===== config.mk =====
export PLATFORM = sky130hd
export DESIGN_NAME = uart_cmd_decoder_flat
export DESIGN_NICKNAME = d
export VERILOG_FILES = /design/src/rtl/uart_cmd_decoder_if.sv /design/src/rtl/uart_cmd_decoder.sv /design/src/flat_wrapper.sv
export SDC_FILE = /design/constraint.sdc
export NUM_CORES = 1
export LEC_CHECK = 0
export CELL_PAD_IN_SITES_DETAIL_PLACEMENT = 0
export CELL_PAD_IN_SITES_GLOBAL_PLACEMENT = 2
export CORE_MARGIN = 3
export CORE_UTILIZATION = 30
export CTS_BUF_LIST = sky130_fd_sc_hd__clkbuf_8
export CTS_CLUSTER_DIAMETER = 120
export DETAILED_ROUTE_END_ITERATION = 7
export GPL_ROUTABILITY_DRIVEN = 0
export PLACE_DENSITY = 0.83
export SYNTH_ARGS = -nofsm -noshare
export SYNTH_HDL_FRONTEND = slang
export SYNTH_SLANG_ARGS = --single-unit

===== constraint.sdc =====
create_clock -name clk -period 4.2 [get_ports clk]
set_input_delay 0.63 -clock clk [delete_from_list [all_inputs] [get_ports clk]]
set_output_delay 0.63 -clock clk [all_outputs]
set_load 0.03 [all_outputs]

===== src/rtl/uart_cmd_decoder_if.sv =====
// Byte handshake between the UART receiver and the command decoder.
// master: UART receiver side (drives data_in/byte_rdy, sees byte_uld).
// slave:  decoder side (samples data_in/byte_rdy, drives byte_uld).
interface uart_cmd_decoder_if;
    logic [7:0] data_in;   // received byte, stable while byte_rdy or byte_uld is high
    logic       byte_rdy;  // UART has a byte available
    logic       byte_uld;  // unload acknowledge back to the UART

    modport master (
        output data_in,
        output byte_rdy,
        input  byte_uld
    );

    modport slave (
        input  data_in,
        input  byte_rdy,
        output byte_uld
    );
endinterface


===== src/rtl/uart_cmd_decoder.sv =====
// Purpose: classify UART bytes into data / trigger / RAM select / ctrl-address and emit write strobes.
// Latency: strobes and trig pulse one cycle after the decode cycle (byte_rdy low, byte_uld high).
// Backpressure: none; byte_uld holds the UART until it drops byte_rdy, at most one byte per 3 cycles.
//
// Ports: clk, rst (sync, active-high); uart (slave: data_in, byte_rdy, byte_uld);
//   current_addr/data_out/data_strobe to the control-register banks;
//   ram_select/ram_addr/ram_data/ram_data_strobe/ram_overflow to the LUT RAMs;
//   trig (one-hot pulses) to trigger consumers; cmd_error pulse on undefined commands.
// Optional feature: define UART_DECODER_AUTOINC_EN to enable 0x0C/0x0D
//   control-register auto-increment; when undefined those bytes pulse cmd_error.
module uart_cmd_decoder #(
    parameter int          NUM_TRIG   = 9,
    parameter int          NUM_RAMS   = 5,
    parameter int          RAM_ADDR_W = 15,
    parameter logic [31:0] SKIP_MASK  = 32'h0000_0003,
    parameter int          SKIP_RUN   = 3
) (
    input  logic                   clk,
    input  logic                   rst,
    uart_cmd_decoder_if.slave      uart,
    output logic [6:0]             current_addr,
    output logic [6:0]             data_out,
    output logic                   data_strobe,
    output logic [4:0]             ram_select,
    output logic [RAM_ADDR_W-1:0]  ram_addr,
    output logic [6:0]             ram_data,
    output logic                   ram_data_strobe,
    output logic [NUM_TRIG-1:0]    trig,
    output logic                   ram_overflow,
    output logic                   cmd_error
);

    // Skip counter only has to reach SKIP_RUN-1; on non-skip RAMs it may wrap freely.
    localparam int SKW = (SKIP_RUN > 1) ? $clog2(SKIP_RUN) : 1;

    typedef enum logic {CTRL, FILL_RAM} state_t;

    state_t          state;
    logic [SKW-1:0]  skip_cnt;
`ifdef UART_DECODER_AUTOINC_EN
    logic            autoinc;
`endif

    logic            skip_now;
    logic [RAM_ADDR_W:0] addr_next;   // one extra bit catches the overflow carry
    logic [7:0]      din;

    assign din       = uart.data_in;
    assign skip_now  = SKIP_MASK[ram_select] && (skip_cnt == SKW'(SKIP_RUN - 1));
    assign addr_next = {1'b0, ram_addr} + (skip_now ? (RAM_ADDR_W+1)'(2) : (RAM_ADDR_W+1)'(1));

    always_ff @(posedge clk) begin
        if (rst) begin
            state           <= CTRL;
            uart.byte_uld   <= 1'b0;
            current_addr    <= '0;
            data_out        <= '0;
            data_strobe     <= 1'b0;
            ram_select      <= '0;
            ram_addr        <= '0;
            ram_data        <= '0;
            ram_data_strobe <= 1'b0;
            trig            <= '0;
            ram_overflow    <= 1'b0;
            cmd_error       <= 1'b0;
            skip_cnt        <= '0;
`ifdef UART_DECODER_AUTOINC_EN
            autoinc         <= 1'b0;
`endif
        end else begin
            data_strobe     <= 1'b0;
            ram_data_strobe <= 1'b0;
            trig            <= '0;
            cmd_error       <= 1'b0;

            // Address advance after a RAM write; saturate and latch overflow at the top.
            if (ram_data_strobe) begin
                if (addr_next[RAM_ADDR_W]) begin
                    ram_addr     <= '1;
                    ram_overflow <= 1'b1;
                end else begin
                    ram_addr <= addr_next[RAM_ADDR_W-1:0];
                end
                skip_cnt <= skip_now ? '0 : skip_cnt + 1'b1;
            end

`ifdef UART_DECODER_AUTOINC_EN
            // Bit 6 selects the register bank and is never carried into.
            if (data_strobe && autoinc)
                current_addr[5:0] <= current_addr[5:0] + 6'd1;
`endif

            // Handshake: hold byte_uld while the UART keeps byte_rdy; decode when it lets go.
            // The 3-cycle byte spacing keeps decode away from the address updates above.
            if (uart.byte_rdy) begin
                uart.byte_uld <= 1'b1;
            end else if (uart.byte_uld) begin
                uart.byte_uld <= 1'b0;
                if (din[7]) begin
                    if (state == CTRL) begin
                        data_out    <= din[6:0];
                        data_strobe <= 1'b1;
                    end else if (!ram_overflow) begin
                        ram_data        <= din[6:0];
                        ram_data_strobe <= 1'b1;
                    end
                end else if (32'(din) < NUM_TRIG) begin
                    trig <= NUM_TRIG'(1) << din[3:0];
`ifdef UART_DECODER_AUTOINC_EN
                end else if (din == 8'h0C) begin
                    autoinc <= 1'b0;
                end else if (din == 8'h0D) begin
                    autoinc <= 1'b1;
`endif
                end else if (din[6:5] == 2'b01 && 32'(din[4:0]) < NUM_RAMS) begin
                    state        <= FILL_RAM;
                    ram_select   <= din[4:0];
                    ram_addr     <= '0;
                    skip_cnt     <= '0;
                    ram_overflow <= 1'b0;
                end else if (din[6]) begin
                    state        <= CTRL;
                    current_addr <= din[6:0];
                end else begin
                    cmd_error <= 1'b1;
                end
            end
        end
    end

endmodule


===== src/flat_wrapper.sv =====
// flat-port wrapper written by rule: the top's interface ports become plain ports
module uart_cmd_decoder_flat 
#(
    parameter int          NUM_TRIG   = 9,
    parameter int          NUM_RAMS   = 5,
    parameter int          RAM_ADDR_W = 15,
    parameter logic [31:0] SKIP_MASK  = 32'h0000_0003,
    parameter int          SKIP_RUN   = 3
)
  (clk, rst, current_addr, data_out, data_strobe, ram_select, ram_addr, ram_data, ram_data_strobe, trig, ram_overflow, cmd_error, uart_data_in, uart_byte_rdy, uart_byte_uld);
  uart_cmd_decoder_if uart_i ();
  input  logic clk;
  input  logic rst;
  output logic [6:0] current_addr;
  output logic [6:0] data_out;
  output logic data_strobe;
  output logic [4:0] ram_select;
  output logic [RAM_ADDR_W-1:0] ram_addr;
  output logic [6:0] ram_data;
  output logic ram_data_strobe;
  output logic [NUM_TRIG-1:0] trig;
  output logic ram_overflow;
  output logic cmd_error;
  input wire logic [$bits(uart_i.data_in)-1:0] uart_data_in;
  input wire logic [$bits(uart_i.byte_rdy)-1:0] uart_byte_rdy;
  output wire logic [$bits(uart_i.byte_uld)-1:0] uart_byte_uld;
  assign uart_i.data_in = uart_data_in;
  assign uart_i.byte_rdy = uart_byte_rdy;
  assign uart_byte_uld = uart_i.byte_uld;
  uart_cmd_decoder #(.NUM_TRIG(NUM_TRIG), .NUM_RAMS(NUM_RAMS), .RAM_ADDR_W(RAM_ADDR_W), .SKIP_MASK(SKIP_MASK), .SKIP_RUN(SKIP_RUN)) u_core (.clk(clk), .rst(rst), .uart(uart_i), .current_addr(current_addr), .data_out(data_out), .data_strobe(data_strobe), .ram_select(ram_select), .ram_addr(ram_addr), .ram_data(ram_data), .ram_data_strobe(ram_data_strobe), .trig(trig), .ram_overflow(ram_overflow), .cmd_error(cmd_error));
endmodule

Word level (Yosys, flattened, before mapping). Memory sizes are Yosys's and may differ from the RTL's. A register that Yosys moved wholly into a read port is not among the register bits. Index checks and enable logic that the tools add are counted.

Shift operators: 1. Bitwise logic cells: 7. Divide/modulo/power cells: 0. Multipliers: 0. Eq/ne operators: 2. Multiplexer cells: 31. Order comparisons: 3. Add/sub/neg operators: 2. Reductions and logical operators: 12.

Operator list (number): 15-bit 2-to-1 mux (7); 15-bit by 16-bit adder with 16-bit output (1); 2-bit 2-to-1 mux (8); 5-bit AND reduction (3); 1-bit 2-to-1 mux (14); 5-bit 2-to-1 mux (2); 5-bit OR reduction (2); 1-bit by 4-bit << shifter with 9-bit output, first input constant (1); 8-bit by 4-bit < comparator with 1-bit output, second input constant (1); 1-bit inverter (7); 5-bit by 6-bit < comparator with 1-bit output, second input constant (1); 6-bit AND reduction (1); 6-bit OR reduction (1); 5-bit by 3-bit < comparator with 1-bit output, second input constant (1); 4-bit AND reduction (1); 4-bit OR reduction (1); 2-bit by 1-bit adder with 2-bit output, second input constant (1); 2-bit by 1-bit equality test with 1-bit output, second input constant (1); 2-bit equality test, second input constant (1); 1-bit logical AND (2); 2-bit nonzero test (1).

Memories: 1. Flip-flop bits (word level): 58. Output and inout port bits: 55. Word-level logic and storage cells: 72. Bits in latches: 0. Bits in read-only memories: 32. Bits in writable memories: 0.

Memories: (no name shown) (words 32, width 1, read ports 1, clocked after memory_dff 1, wr ports 0, RTL line uart_cmd_decoder.sv:49) `assign skip_now = SKIP_MASK[ram_select] && (skip_cnt == SKW'(SKIP_RUN - 1));`.

Logic depth before layout (Yosys ltp). Gate-level depths: netlist (run 1).

Word-level depth: 12. Gate-level depth with buffers: 6. Depth with buffers taken out: 6.

Worst setup path before layout (run 1). OpenSTA, ideal clock, no wires.

Path kind: register to register. From: register u_core.ram_addr[1]. To: register u_core.ram_addr[12]. Slack: 2.399 ns. Required time: 4.126 ns. Library setup time: 0.074 ns. Path buffers: 0. Data arrival time: 1.727 ns. Cell stages (with the launch flop): 6. Cells stage by stage: dfxtp_1 > xnor2_1 > ha_1 > o211ai_1 > or4_1 > a31oi_1.

Cells in the longest elaborated chain, start to end: 8.

Ends and longest elaborated chain: start: declaration (RTL line uart_cmd_decoder.sv:25) `output logic [RAM_ADDR_W-1:0] ram_addr,`; start signal: assignment (RTL line uart_cmd_decoder.sv:82) `ram_addr <= addr_next[RAM_ADDR_W-1:0];`; 15-bit by 16-bit adder with 16-bit output * (RTL line uart_cmd_decoder.sv:50) `assign addr_next = {1'b0, ram_addr} + (skip_now ? (RAM_ADDR_W+1)'(2) : (RAM_ADDR_W+1)'(1));`; 15-bit 2-to-1 mux * (RTL line uart_cmd_decoder.sv:78) `if (addr_next[RAM_ADDR_W]) begin`; 15-bit 2-to-1 mux * (RTL line uart_cmd_decoder.sv:77) `if (ram_data_strobe) begin`; 15-bit 2-to-1 mux (RTL line uart_cmd_decoder.sv:115) `end else if (din[6:5] == 2'b01 && 32'(din[4:0]) < NUM_RAMS) begin`; 15-bit 2-to-1 mux (RTL line uart_cmd_decoder.sv:107) `end else if (32'(din) < NUM_TRIG) begin`; 15-bit 2-to-1 mux (RTL line uart_cmd_decoder.sv:99) `if (din[7]) begin`; 15-bit 2-to-1 mux (RTL line uart_cmd_decoder.sv:97) `end else if (uart.byte_uld) begin`; 15-bit 2-to-1 mux * (RTL line uart_cmd_decoder.sv:95) `if (uart.byte_rdy) begin`.

Mark *: on every way between the ends. The rest lies on a longest branch, timed or not. A chain may end at the register's enable or synchronous reset.

Worst setup path after layout (run 1).
From: input uart_data_in[3]. To: register u_core.ram_addr[11].

Cells in the longest elaborated chain, start to end: 7.

Ends and longest elaborated chain: start: declaration (RTL line flat_wrapper.sv:24) `input wire logic [$bits(uart_i.data_in)-1:0] uart_data_in;`; 5-bit by 3-bit < comparator with 1-bit output (RTL line uart_cmd_decoder.sv:115); 1-bit logical AND (RTL line uart_cmd_decoder.sv:115); 15-bit 2-to-1 mux (RTL line uart_cmd_decoder.sv:115); 15-bit 2-to-1 mux * (RTL line uart_cmd_decoder.sv:107); 15-bit 2-to-1 mux * (RTL line uart_cmd_decoder.sv:99); 15-bit 2-to-1 mux * (RTL line uart_cmd_decoder.sv:97); 15-bit 2-to-1 mux * (RTL line uart_cmd_decoder.sv:95).

Marked as above.

==> reports/results.ini, run 1 <==
[clock_tree]
clock_latency_ns=0.33
clockBufferDepth=2
postCtsHoldBufs=0
path_clk_slew_ns=0.07
cts_tree=built
root_buffer=clkbuf_8
cts.sinks=59
post_cts_buffers=0
ctsResizeCount=0
cts_buffers=9
cts-htree-levels=3

[yosys]
syn-cell-area_mm2=0.00232
netlist_instances=245
synth_cell_types=50
synth-seq-area-share=0.509
synth_edf_count=0
yosys_warnings=0
synth_seq_cells=59
async_reset_ff_frac=0
synth_ff_type=dfxtp_1
synth_fp_nets=257
synth.avg_cell_area_um2=9.47

[drt]
totalWireLength_um=5800
drcViolationCount=0
dr.first_iter.drc_count=70
wl_per_cell_um=14.0
viasPerCell=4.84
ant_nets=0
first_pass_iters=4
dr_total_vias=2000

[critical_path]
end_kind=flop
reg2reg_depth=6
crit_required_ns=4.40
arrival_ns=2.63
startpoint_type=input pin
critical_path_class=in -> reg
crit_fanout=20

[floorplanning]
std_cell_rows=31
design.die.area_mm2=0.00883
core_mm2=0.00737
start_util=0.315
die_y_um=94.0
die_w_um=94.0
io_pins=66

[min_path]
worstHoldPathCells=2
hp-class=reg -> reg

[global_route]
grt-ovfl-total=0
grt_pass1_vias=1966
antenna_found_initial=0
grt_pass1_wl_um=9650
grt_use_total=0.138
grt_max_degree=31

[sta]
final-max-slew-violation-count=0
fin_worst_skew_ns=0.00576
slew_headroom=0.514
max_freq_ghz=0.412
setup_violations=0
rsz0062_at_grt=no
min_period_ns=2.43
fin_tns_setup_ns=0
min_period_over_period=0.578
worst_pin_slew_ns=0.728
hold_violations=0

[place]
port_buffers=65
place_area_mm2=0.00304
dp_hpwl_um=4040

[layout]
nNetsFinal=322
finalInstanceArea_mm2=0.00326
n_antenna_cell=0
area_delta_synth_final_pct=40.3
fin_util=0.442
drive_above_1_share=0.0796

[power_and_ir_drop]
peakVddDrop_mv=0.164
power_leakage_uw=0.00111
p_total_uw=1180
p_per_area_mw_per_mm2=362

[outcome]
status=completed

[run]
drv_cap=0

## where the power goes
part           total, uW  internal (uW)  switching [uW]
Sequential           565            563            1.82
Combinational       49.8           20.0            29.8
Clock                565            345             220
## per-layer routing
layer / wire, um / vias to the layer above / share of wire / GRT usage
met5: 0 / - / 0 / 0
met4: 76 / 0 / 0.013 / 0.0566
met3: 428 / 9 / 0.074 / 0.0465
met2: 2450 / 61 / 0.42 / 0.196
met1: 2850 / 931 / 0.49 / 0.190
li1: - / 999 / - / -
## kinds of logic after synthesis
group	count (synthesis)	share of synthesized area
AND/OR/NAND/NOR	100	0.227
XOR/XNOR	5	0.0189
AO/OA/AOI/OAI	43	0.120
buffers and inverters	18	0.0377
multiplexers	19	0.0825
flip-flops	59	0.509
adder cells (fa/ha/maj)	1	0.00539
## synthesized netlist by cell type (2+ instances only)
master,count,area (um2)
a21oi_1,17,85.1
a31oi_1,6,37.5
a311oi_1,2,17.5
or3_1,2,12.5
inv_1,5,18.8
nor4_1,4,25.0
mux2i_1,18,180
dfxtp_1,59,1180
nor2b_1,2,12.5
and2_1,2,12.5
o21ai_0,4,20.0
buf_2,3,15.0
a211oi_1,4,30.0
buf_6,2,22.5
xor2_1,4,35.0
and3_1,2,12.5
nand2b_1,3,18.8
clkbuf_1,6,22.5
nand3_2,2,20.0
nor3b_1,2,15.0
o2111ai_1,2,17.5
nand3b_1,3,22.5
and4_1,2,17.5
o211ai_1,2,15.0
or4_1,2,15.0
nor3_1,9,45.0
nor2_1,32,120
nand2_1,22,82.6
## layout by cell type, fill, tap and decap left out, types with 5 or more instances in the layout
cell type / synthesis / final
clkdlybuf4s50_1: 0 / 65
dfxtp_1: 59 / 59
nor2_1: 32 / 32
nand2_1: 22 / 22
mux2i_1: 18 / 18
a21oi_1: 17 / 17
clkbuf_8: 0 / 10
nor3_1: 9 / 9
a31oi_1: 6 / 6
inv_1: 5 / 5
## stage by stage
step / std cells / hold WS [ns] / setup WS, ns
detailed placement: 398 / 0.444 / 1.45
finish: 413 / 0.454 / 1.77
global route: 413 / 0.483 / 1.64
CTS: 413 / 0.455 / 1.79
floorplan: 245 / 0.458 / 2.40
global placement: 398 / 0.443 / 1.47
## registers in the layout (all words and copies together) (netlist names), named ones only
register                count
u_core.ram_data_strobe      1
u_core.state                1
u_core.ram_addr            15
u_core.cmd_error            1
u_core.ram_data             7
u_core.uart.byte_uld        1
u_core.data_out             7
u_core.trig                 9
u_core.ram_select           5
u_core.skip_cnt             2
u_core.data_strobe          1
u_core.current_addr         7
u_core.ram_overflow         1
## critical path: stages
cell and delay (ns):
clkdlybuf4s50_1 0.53, nor4b_1 0.48, nand3_1 0.39, nand2b_2 0.47, nor3_1 0.12
## area by class of cell
class / count / area [um2]
well taps: 99 / 124
clock buffers: 10 / 138
flip-flops and latches: 59 / 1180
fillers: 742 / 4110
clock inverters: 5 / 77.6
repair buffers: 67 / 666
inverters: 5 / 18.8
multi-input cells: 168 / 1050
## final timing paths
| check | to | slack, ns | startpoint |
|---|---|---|---|
| max reg2reg | u_core.ram_addr[12] | 2.18 | u_core.skip_cnt[0] |
| max | u_core.ram_addr[11] | 1.77 | uart_data_in[3] |
| min | u_core.ram_select[4] | 0.45 | u_core.ram_select[4] |
| min reg2reg | u_core.ram_select[4] | 0.45 | u_core.ram_select[4] |
(Power assumes the default switching activity.)
==> run 2: changes to the inputs <==
- CORE_UTILIZATION: 30 -> 29
- PLACE_DENSITY: 0.83 -> 0.81
- clock period: 4.2 -> 2.4 ns (I/O delays scaled with it)
==> run 2 against run 1 <==
Against the previous run: final cell count rose by 1.5%; combinational power up 86%; clock power rose by 61%; worst setup slack worse by 1.4 ns; count of clock-buffer cells in the layout grew 1; critical endpoint is now ram_data_strobe; sequential share of layout area decreased by 0.34 points; first-iteration DRC count down 24%; largest power group unchanged.
==> reports/results.ini, run 2 (synthesis gave the netlist of run 1 again) <==
[outcome]
status=completed  ; unchanged

[critical_path]
end_kind=primary output  ; was flop
r2r_end=u_core.ram_addr[12]  ; unchanged
slowest_delay_ns=0.75  ; was 0.53 ns
startpoint_type=flop  ; was input pin
reg2reg_slack_ns=0.40  ; was 2.18 ns
critical_path_class=reg -> out  ; was in -> reg
path_cells=clkdlybuf4s50_1  ; was clkdlybuf4s50_1 > nor4b_1 > nand3_1 > nand2b_2 > nor3_1
reg2reg_depth=6  ; unchanged
arrival_ns=1.65  ; was 2.63 ns
crit_fanout=13  ; was 20
cp_num_buf_inv=1  ; unchanged
slowest_stage=clkdlybuf4s50_1  ; unchanged
timing.rr.start=u_core.skip_cnt[0]  ; unchanged
crit_required_ns=2.04  ; was 4.40 ns
critPathTopFamily=buffers and inverters  ; was simple AND/OR/NAND/NOR gates

[layout]
multi_input_comb_area_mm2=0.00105  ; unchanged
largest_reg_flops=15  ; unchanged
mostFrequentLayoutCells=65 x clkdlybuf4s50_1, 59 x dfxtp_1, 32 x nor2_1, 22 x nand2_1, 18 x mux2i_1  ; unchanged
seq_area_mm2=0.00118  ; unchanged
final_common_cell=clkdlybuf4s50_1  ; unchanged
nNetsFinal=328  ; was 322
final_cells=419  ; was 413
reg_top3=u_core.ram_addr (15), u_core.trig (9)  ; unchanged
top_register=u_core.ram_addr  ; unchanged
drive_above_1_share=0.0969  ; was 0.0796
n_antenna_cell=0  ; unchanged
area_delta_synth_final_pct=41.7  ; was 40.3%
nFillCells=753  ; was 742

[clock_tree]
root_buffer=clkbuf_8  ; unchanged
cts_buffers=9  ; unchanged
cts.sinks=59  ; unchanged
clock_latency_ns=0.33  ; about the same
cts_tree=built  ; unchanged
ctsResizeCount=0  ; unchanged
path_clk_slew_ns=0.07  ; about the same
post_cts_buffers=0  ; unchanged
postCtsHoldBufs=0  ; unchanged
cts-htree-levels=3  ; unchanged
clockBufferDepth=2  ; unchanged

[power_and_ir_drop]
p_per_area_mw_per_mm2=604  ; was 362 mW/mm2
power.switching_uw=435  ; was 252 uW
comb_power_share=0.047  ; was 0.042
seq_power_share=0.497  ; was 0.479
power_leakage_uw=0.00113  ; was 0.00111 uW
p_int_uw=1550  ; was 927 uW
switching_share=0.219  ; was 0.214
peakVddDrop_mv=0.314  ; was 0.164 mV
p_clk_frac=0.456  ; was 0.479
p_total_uw=1990  ; was 1180 uW

[drt]
first_pass_iters=4  ; unchanged
totalWireLength_um=5800  ; about the same
wl_per_cell_um=13.8  ; was 14.0 um
viasPerCell=4.80  ; was 4.84
dr_total_vias=2013  ; was 2000
ant_nets=0  ; unchanged
drcViolationCount=0  ; unchanged
dr.first_iter.drc_count=53  ; was 70

[global_route]
grt-ovfl-total=0  ; unchanged
grt_max_degree=31  ; unchanged
grt_pass1_vias=2028  ; was 1966
grt_pass1_wl_um=9920  ; was 9650 um
antenna_found_initial=0  ; unchanged
grt_use_total=0.140  ; was 0.138

[place]
port_buffers=65  ; unchanged
dp_hpwl_um=4080  ; was 4040 um
pre_cts_ws_ns=0.242  ; was 1.45 ns
dp_cells=404  ; was 398

[floorplanning]
core_mm2=0.00752  ; was 0.00737 mm2
design.die.area_mm2=0.00911  ; was 0.00883 mm2
start_util=0.308  ; was 0.315
std_cell_rows=31  ; unchanged
die_y_um=95.5  ; was 94.0 um
io_pins=66  ; unchanged
die_w_um=95.5  ; was 94.0 um

[sta]
fin_tns_setup_ns=0  ; unchanged
worst_pin_slew_ns=0.527  ; was 0.728 ns
setup_violations=0  ; unchanged
min_period_over_period=0.836
fin_ws_ns=0.392  ; was 1.77 ns
fin_worst_skew_ns=0.00518  ; was 0.00576 ns
final-max-slew-violation-count=0  ; unchanged
max_freq_ghz=0.498
hold_violations=0  ; unchanged
rsz0062_at_grt=no  ; unchanged
slew_headroom=0.648  ; was 0.514
min_period_ns=2.01

[run]
drv_cap=0  ; unchanged

[min_path]
min-delay-start=u_core.ram_select[3]  ; was u_core.ram_select[4]
hp-class=reg -> reg  ; unchanged
worstHoldPathCells=2  ; unchanged
holdPathEnd=u_core.ram_select[3]  ; was u_core.ram_select[4]

run 2: cell type report:
| type | count | share of cell area |
|---|---|---|
| inverters | 5 | 0.00571 |
| repair buffers | 73 | 0.216 |
| clock buffers | 11 | 0.0460 |
| clock inverters | 4 | 0.0152 |
| well taps | 99 | 0.0377 |
| flip-flops and latches | 59 | 0.359 |
| multi-input cells | 168 | 0.320 |
run 2: routing by layer:
layer	global-route usage	up-vias	routed length, um
met5	0	-	0
met1	0.185	920	2810
met3	0.0505	8	529
li1	-	1017	-
met4	0.0604	0	87
met2	0.204	68	2370
run 2: power by group through the flow:
| stage | logic [uW] | clock network (uW) | registers (uW) |
|---|---|---|---|
| 4_1_cts | 93.6 | 932 | 988 |
| 3_5_place_dp | 93.3 | 0 | 1010 |
| 5_1_grt | 101 | 977 | 988 |
| 3_3_place_gp | 93.4 | 0 | 1010 |
| 6_report | 92.4 | 907 | 988 |
| 2_1_floorplan | 35.7 | 0 | 1020 |
run 2: how the worst max path moves through the flow:
stage | from | endpoint | cells after the start
finish | u_core.ram_data_strobe | ram_data_strobe | 1
global route | u_core.skip_cnt[0] | u_core.ram_addr[12] | 6
CTS | u_core.ram_data_strobe | ram_data_strobe | 1
detailed placement | uart_data_in[4] | u_core.trig[4] | 5
global placement | uart_data_in[5] | u_core.trig[4] | 5
floorplan | u_core.ram_addr[1] | u_core.ram_addr[12] | 5
run 2: tightest hold or removal path: stages (launching register included):
cell	delay (ns)
dfxtp_1	0.33
inv_1	0.05
nor2_1	0.03
run 2: stage by stage:
stage	util	area, um2	hold slack [ns]
4_1_cts	0.437	3290	0.457
3_5_place_dp	0.410	3090	0.444
2_1_floorplan	-	2320	0.443
6_report	0.437	3290	0.457
5_1_grt	0.437	3290	0.476
3_3_place_gp	0.410	3090	0.445
==> run 3: changes to the inputs <==
- CORE_UTILIZATION: 29 -> 26
- PLACE_DENSITY: 0.81 -> 0.77
- clock period: 2.4 -> 1.8 ns (I/O delays scaled with it)
==> run 3 against run 2 <==
Against the previous run: flip-flop and latch count did not move; first-iteration DRC count fell by 11%; worst setup slack got worse by 0.32 ns; highest routed layer unchanged; clock skew rose by 0.0021 ns; critical endpoint is now ram_addr[0]; final cell count rose by 7.6%; power rose by 35%; final area rose by 7.1%.
==> reports/results.ini, run 3 (synthesis gave the netlist of run 1 again) <==
[sta]
setup_violations=0  ; unchanged
rsz0062_at_grt=yes  ; was no
final-max-slew-violation-count=0  ; unchanged
min_period_ns=1.73
slew_headroom=0.676  ; was 0.648
hold_ws_ns=0.445  ; was 0.457 ns
fin_worst_skew_ns=0.00728  ; was 0.00518 ns
max_freq_ghz=0.579
hold_violations=0  ; unchanged
min_period_over_period=0.960
worst_pin_slew_ns=0.483  ; was 0.527 ns

[power_and_ir_drop]
power_leakage_uw=0.00132  ; was 0.00113 uW
peakVddDrop_mv=0.311  ; was 0.314 mV
p_per_area_mw_per_mm2=764  ; was 604 mW/mm2

[layout]
drive_above_1_share=0.179  ; was 0.0969
top_register=u_core.ram_addr  ; unchanged
area_delta_synth_final_pct=51.7  ; was 41.7%
final_common_cell=clkdlybuf4s50_1  ; unchanged
fin_util=0.418  ; was 0.437
mostFrequentLayoutCells=59 x clkdlybuf4s50_1, 56 x dfxtp_1, 32 x nor2_1, 31 x buf_4, 22 x nand2_1  ; was 65 x clkdlybuf4s50_1, 59 x dfxtp_1, 32 x nor2_1, 22 x nand2_1, 18 x mux2i_1
reg_top3=u_core.ram_addr (15), u_core.trig (9)  ; unchanged
nNetsFinal=353  ; was 328
largest_reg_flops=15  ; unchanged
final_cells=451  ; was 419
n_antenna_cell=0  ; unchanged

[critical_path]
slowest_delay_ns=0.67  ; was 0.75 ns
r2r_end=u_core.ram_addr[4]  ; was u_core.ram_addr[12]
crit_required_ns=1.53  ; was 2.04 ns
reg2reg_depth=7  ; was 6
critical_path_class=reg -> out  ; unchanged
crit_fanout=4  ; was 13
end_kind=primary output  ; unchanged
startpoint_type=flop  ; unchanged
cp.depth=2  ; was 1
cp_num_buf_inv=2  ; was 1
reg2reg_slack_ns=0.09  ; was 0.40 ns
critPathTopFamily=buffers and inverters  ; unchanged
crit_end=ram_addr[0]  ; was ram_data_strobe
slowest_stage=clkdlybuf4s50_1  ; unchanged
arrival_ns=1.46  ; was 1.65 ns
timing.rr.start=u_core.skip_cnt[0]  ; unchanged
path_cells=buf_4 > clkdlybuf4s50_1  ; was clkdlybuf4s50_1
crit_start=u_core.ram_addr[0]  ; was u_core.ram_data_strobe

[floorplanning]
io_pins=66  ; unchanged
std_cell_rows=33  ; was 31
start_util=0.276  ; was 0.308
design.die.area_mm2=0.0101  ; was 0.00911 mm2
core_mm2=0.00842  ; was 0.00752 mm2
die_y_um=100  ; was 95.5 um
die_w_um=100  ; was 95.5 um

[drt]
dr.first_iter.drc_count=47  ; was 53
totalWireLength_um=6120  ; was 5800 um
ant_nets=0  ; unchanged
first_pass_iters=4  ; unchanged
drcViolationCount=0  ; unchanged
viasPerCell=4.62  ; was 4.80
dr_total_vias=2084  ; was 2013
wl_per_cell_um=13.6  ; was 13.8 um

[outcome]
status=completed  ; unchanged

[clock_tree]
root_buffer=clkbuf_8  ; unchanged
cts_buffers=9  ; unchanged
path_clk_slew_ns=0.07  ; about the same
cts-htree-levels=3  ; unchanged
clock_latency_ns=0.34  ; was 0.33 ns
cts_tree=built  ; unchanged
postCtsHoldBufs=0  ; unchanged
clockBufferDepth=2  ; unchanged
cts.sinks=59  ; unchanged

[global_route]
grt_pass1_vias=1947  ; was 2028
grt_pass1_wl_um=9780  ; was 9920 um
grt-ovfl-total=0  ; unchanged
grt_max_degree=31  ; unchanged
antenna_found_initial=0  ; unchanged
grt_use_total=0.125  ; was 0.140

[place]
port_buffers=65  ; unchanged
dp_cells=434  ; was 404
dp_hpwl_um=4360  ; was 4080 um

[min_path]
hp-class=reg -> reg  ; unchanged

[run]
drv_cap=0  ; unchanged

==> run 3: final cells by class <==
| cell class | instances | area, um2 |
|---|---|---|
| Multi-Input combinational cell | 168 | 1060 |
| Clock buffer | 9 | 124 |
| Timing Repair Buffer | 98 | 923 |
| Fill cell | 872 | 4900 |
| Tap cell | 105 | 131 |
| Sequential cell | 59 | 1180 |
| Inverter | 5 | 18.8 |
| Clock inverter | 7 | 77.6 |
==> run 3: metal layers <==
layer | wire, um | part of all wire | global-route usage
met1 | 2940 | 0.48 | 0.162
met2 | 2590 | 0.42 | 0.183
met3 | 516 | 0.084 | 0.0554
met4 | 72 | 0.012 | 0.0466
met5 | 0 | 0 | 0
==> run 3: worst register-to-register path: stages (launching register included) <==
cell	delay, ns
dfxtp_1	0.31
nand3b_1	0.20
xnor2_1	0.19
ha_2	0.19
o211ai_1	0.14
buf_4	0.20
or3_1	0.31
a31oi_1	0.12
==> run 3: worst min-delay path by stage <==
| stage | start | endpoint | slack [ns] | cells after the start |
|---|---|---|---|---|
| after detailed placement | u_core.ram_select[4] | u_core.ram_select[4] | 0.43 | 2 |
| after global routing | u_core.ram_select[4] | u_core.ram_select[4] | 0.46 | 2 |
| after global placement | u_core.ram_select[4] | u_core.ram_select[4] | 0.44 | 2 |
| after CTS | u_core.ram_select[4] | u_core.ram_select[4] | 0.45 | 2 |
| after floorplan | uart_data_in[6] | u_core.cmd_error | 0.35 | 1 |
| final | u_core.ram_select[4] | u_core.ram_select[4] | 0.45 | 2 |
==> run 3: power breakdown <==
group          internal [uW]  total [uW]  switching [uW]
clock                    648        1230             581
sequential              1310        1320            4.48
combinational           68.8         143            74.6
==> run 3: metrics by stage <==
step / setup TNS (ns) / area (um2) / total power, uW / worst slack [ns]
floorplan: 0 / 2320 / 1410 / 0.0217
global placement: -4.31 / 3300 / 1490 / -0.208
detailed placement: -4.34 / 3300 / 1490 / -0.224
CTS: 0 / 3500 / 2720 / 0.00721
global route: -0.0369 / 3520 / 2800 / -0.0313
finish: 0 / 3520 / 2690 / 0.0718
==> run 3: repair_timing <==
item / in CTS / in global routing
pin swaps: 0 / 7
setup endpoints to repair: 4 / 7
buffers inserted: 0 / 1
gates resized for setup: 4 / 6
